`config.mk`:
```
export PLATFORM = sky130hd
export DESIGN_NAME = elastic_pipe
export DESIGN_NICKNAME = d
export VERILOG_FILES = /design/src/rtl/pipe_pkg.sv /design/src/rtl/pipe_stage.sv /design/src/rtl/elastic_pipe.sv
export SDC_FILE = /design/constraint.sdc
export NUM_CORES = 1
export LEC_CHECK = 0
export CAP_MARGIN = 40
export CORE_MARGIN = 2
export CORE_UTILIZATION = 45
export DETAILED_ROUTE_END_ITERATION = 8
export GPL_TIMING_DRIVEN = 0
export PLACE_DENSITY = 0.73
export SYNTH_ARGS = -nofsm -noshare
export SYNTH_HDL_FRONTEND = slang
export SYNTH_SLANG_ARGS = --single-unit
```
`constraint.sdc`:
```
create_clock -name clk -period 1.9 [get_ports clk]
set_input_delay 0.38 -clock clk [delete_from_list [all_inputs] [get_ports clk]]
set_output_delay 0.38 -clock clk [all_outputs]
set_load 0.01 [all_outputs]
```
`src/rtl/pipe_pkg.sv`:
```
// Shared defaults and sizing helpers for the elastic pipeline.
package pipe_pkg;

  localparam int DEFAULT_WIDTH = 32;
  localparam int DEFAULT_DEPTH = 4;

  // Bits needed to count 0..depth valid stages.
  function automatic int occ_width(input int depth);
    return $clog2(depth + 1);
  endfunction

endpackage

```
`src/rtl/pipe_stage.sv`:
```
// One elastic slot: valid bit plus payload register with load, hold and valid-clear.
module pipe_stage
  import pipe_pkg::*;
#(
  parameter int WIDTH = DEFAULT_WIDTH
) (
  input  logic             clk,
  input  logic             rst,
  input  logic             load,
  input  logic             clear,
  input  logic             src_valid,
  input  logic [WIDTH-1:0] src_data,
  output logic             valid,
  output logic [WIDTH-1:0] data
);

  always_ff @(posedge clk) begin
    if (!rst) begin
      valid <= 1'b0;
      data  <= '0;
    end else begin
      if (load) begin
        valid <= src_valid;
        // Bubbles do not disturb the held payload.
        if (src_valid) data <= src_data;
      end
      if (clear) valid <= 1'b0;
    end
  end

endmodule

```
`src/rtl/elastic_pipe.sv`:
```
// Elastic register pipeline with combinational backpressure, bubble collapse and per-stage flush.
module elastic_pipe
  import pipe_pkg::*;
#(
  parameter int WIDTH = DEFAULT_WIDTH,
  parameter int DEPTH = DEFAULT_DEPTH
) (
  input  logic                        clk,
  input  logic                        rst,
  input  logic                        in_valid,
  output logic                        in_ready,
  input  logic [WIDTH-1:0]            in_data,
  output logic                        out_valid,
  input  logic                        out_ready,
  output logic [WIDTH-1:0]            out_data,
  input  logic                        flush,
  input  logic [DEPTH-1:0]            flush_mask,
  output logic [occ_width(DEPTH)-1:0] occupancy
);

  localparam int OCC_W = occ_width(DEPTH);

  logic [DEPTH-1:0] v;
  logic [WIDTH-1:0] d [DEPTH];
  logic [DEPTH:0]   rdy;
  logic [OCC_W-1:0] occ;

  // A stage can take new data if it is empty or everything downstream of it moves.
  always_comb begin
    rdy        = '0;
    rdy[DEPTH] = out_ready;
    for (int i = DEPTH - 1; i >= 0; i--) begin
      rdy[i] = !v[i] || rdy[i+1];
    end
  end

  for (genvar i = 0; i < DEPTH; i++) begin : g_stage
    logic             sv;
    logic [WIDTH-1:0] sd;

    if (i == 0) begin : g_head
      assign sv = in_valid;
      assign sd = in_data;
    end else begin : g_body
      assign sv = v[i-1];
      assign sd = d[i-1];
    end

    pipe_stage #(
      .WIDTH(WIDTH)
    ) u_stage (
      .clk      (clk),
      .rst      (rst),
      .load     (rdy[i]),
      .clear    (flush && flush_mask[i]),
      .src_valid(sv),
      .src_data (sd),
      .valid    (v[i]),
      .data     (d[i])
    );
  end

  always_comb begin
    occ = '0;
    for (int i = 0; i < DEPTH; i++) begin
      occ = occ + OCC_W'(v[i]);
    end
  end

  assign in_ready  = rdy[0];
  assign out_valid = v[DEPTH-1];
  assign out_data  = d[DEPTH-1];
  assign occupancy = occ;

endmodule

```
==> flow_summary.yaml <==
outcome:
  status: "complete, but fails checks"
  violations: "negative setup slack"
cells_and_area:
  drive_above_1_share: 0.1368
  areaGrowthSynthToFinish_pct: 28.96
  final_nets: 791
  regArea_mm2: 0.002655
  diodes: 0
  fillers: 1085
  fin_util: 0.5931
  multi_input_area_mm2: 0.002705
sta:
  worstMarginPinSlew_ps: 493.3
  clock.fmax_ghz: 0.4394
  period_share: 1.198
  fin_crit_ps: 2276
  rsz0062_at_grt: "true"
  setup_violations: 4
  report.final.slew_viol_count: 0
  slew_headroom: 0.6711
  fin_skew_ps: 9.938
  hold_viol: 0
  setup_tns_ps: -1034
  finalWorstSetupSlack_ps: -376.0
critical_path:
  worst_path_largest_cell_delay_ps: 540
  slowest_stage: "fa_1"
  critical_path_arrival_ps: 1900
  r2r-end: "g_stage[0].u_stage.data[28]"
  r2r-start: "g_stage[0].u_stage.valid"
  endpoint_kind: "output port"
  crit_type: "flop to output port"
  path_cells: "inv_2 -> fa_1 -> inv_2 -> ha_4 -> ha_4 -> buf_6"
  critPathLaunchType: "flop"
  ff2ff_path_depth: 6
  reg2reg_slack_ps: 330
  cp_max_fo: 2
  required_ps: 1520
synthesis:
  ys_ff_latch: 132
  synth_common_cells: "dfxtp_1, nand4_1, nand2_1, nand3_1, clkbuf_1"
  syn_area_mm2: 0.005781
  yosysWarnings: 0
  async_reset_ff_frac: 0
  syn_inst: 649
  synthFlopType: "dfxtp_1"
  avgSynthCellArea_um2: 8.907
  synth-seq-area-share: 0.4571
  synth_edf_count: 0
  yosysMostFrequentCell: "dfxtp_1"
  synth_top_area_frac: 0.4571
  synth_nets: 693
  synthTopCellsByArea: "dfxtp_1, nand4_1, mux2i_1, nand3_1, and3b_1"
  yosysUniqueCellTypes: 34
  yosys.area.top_type: "dfxtp_1"
die:
  die_area_mm2: 0.01377
  die_w_um: 117.3
  initial_utilization: 0.4599
  num_io_pins: 78
  die_height_um: 117.3
  fp-row-count: 41
  core_area_mm2: 0.01257
grt:
  overflow: 0
  track_usage: 0.2236
  grt_pass1_wl_um: 25460
  grt_pass1_vias: 5172
  grt_max_degree: 17
  antenna_found_initial: 0
min_path:
  hp-class: "flop to flop"
  holdCritStartpoint: "g_stage[2].u_stage.data[23]"
  hold_end: "g_stage[2].u_stage.data[23]"
  hold_path_depth: 2
clocking:
  cts_root_buf: "clkbuf_16"
  numCtsBuffers: 17
  clock-sinks: 132
  cts.htree.levels: 4
  cts.path.max_buffers: 2
  clk_pin_slew_ps: 60
  cts_tree: "built"
  cts_hold_buffers: 0
  clock_latency_ps: 420
detailed_routing:
  routed_wl_um: 15290
  wl_per_cell_um: 16.40
  drc: 0
  drt_iter0_drc: 341
  vias: 5356
  viasPerCell: 5.747
  drt-pass1-iter-count: 5
  drt.antenna.violating_nets: 0
placement:
  place_hpwl_um: 10910
  gp_congestion: 0.8281
  io_buffer_count: 76
power:
  power_density_mw_per_mm2: 917.9
  vdd_drop_max_mv: 0.5938
  leakage_nw: 2.960
job:
  max_cap_violations: 0
-- critical path: cells and delay by family, from the launching register on --
kind / cells / cell delay [ps]
adder cells (fa/ha/maj): 3 / 940
buffers and inverters: 3 / 180
flip-flops: 1 / 350
-- per-stage QoR --
step	hold slack, ps	instances	instance area [um2]	total power, mW	setup slack, ps
finish	463.3	932	7455	6.842	-376.0
global route	476.8	932	7455	7.039	-419.8
CTS	460.4	932	7450	6.845	-392.4
detailed placement	454.8	897	6758	3.481	-624.4
global placement	450.7	897	6758	3.458	-602.8
floorplan	437.5	649	5782	3.271	13.87
-- worst max path at each step --
| stage | end | startpoint | slack, ps |
|---|---|---|---|
| after floorplan | occupancy[1] | g_stage[0].u_stage.valid | 10 |
| after global placement | occupancy[1] | g_stage[0].u_stage.valid | -600 |
| after detailed placement | occupancy[1] | g_stage[0].u_stage.valid | -620 |
| after CTS | occupancy[1] | g_stage[1].u_stage.valid | -390 |
| after global routing | occupancy[1] | g_stage[3].u_stage.valid | -420 |
| final | occupancy[1] | g_stage[3].u_stage.valid | -380 |
-- where the power goes --
part	switching [mW]	leakage, nW	internal [mW]	total (mW)
Clock	1.17	0.306	2.23	3.40
Sequential	0.0694	1.08	2.86	2.93
Combinational	0.287	1.58	0.223	0.510
-- cell usage in the layout, fill, tap and decap left out, types with 2 or more instances in the layout --
cell             count
nand3_1             64
bufinv_16            3
dfxtp_4              3
clkbuf_8             6
buf_2               14
nand2_1             65
buf_8                4
o21ai_2             19
a21oi_1             34
inv_2                4
o21ai_1             12
a211oi_1             2
ha_4                 2
clkbuf_16           17
a221oi_1             2
dfxtp_1            128
clkdlybuf4s50_1     71
clkbuf_1            41
and3b_1             32
mux2i_1             32
clkbuf_2             3
clkbuf_4             3
buf_4                7
nand4_1             96
a31oi_1             32
clkinv_2             3
o21ai_0             33
buf_1                3
buf_6               10
-- timing repair --
item / 4_1_cts / 5_1_grt
endpoints found under the setup margin: 4 / 4
pin swaps: 3 / 3
gates resized for setup: 30 / 8
buffers inserted: 3 / 0
-- registers in the layout, indices dropped and copies added, names as in the netlist --
name,cells
g_stage.u_stage.valid,4
g_stage.u_stage.data,128
-- logic make-up (layout without fill, tap and decap cells) --
logic type | Yosys count | in the layout | synth area share
buffers and inverters | 84 | 195 | 0.07922
muxes | 32 | 32 | 0.05541
adders and majority gates | 3 | 3 | 0.007792
DFF | 132 | 132 | 0.4571
AOI/OAI and AO/OA | 135 | 135 | 0.1403
and+or+nand+nor | 263 | 263 | 0.2602
-- cell type report --
cell class,instances,share of cell area
Inverter,7,0.003860
Tap cell,172,0.02887
Buffer,77,0.05942
Clock inverter,8,0.01628
Multi-Input combinational cell,433,0.3629
Sequential cell,132,0.3562
Clock buffer,24,0.06730
Timing Repair Buffer,79,0.1052
-- layer usage --
layer	wire [um]	global-route usage	share of wire	vias to the layer above
met5	0	0	0	-
met4	209	0.07078	0.014	0
met3	887	0.04426	0.058	21
met2	7411	0.3819	0.48	192
met1	6779	0.2846	0.44	2540
li1	-	-	-	2603
(Power assumes the default switching activity.)
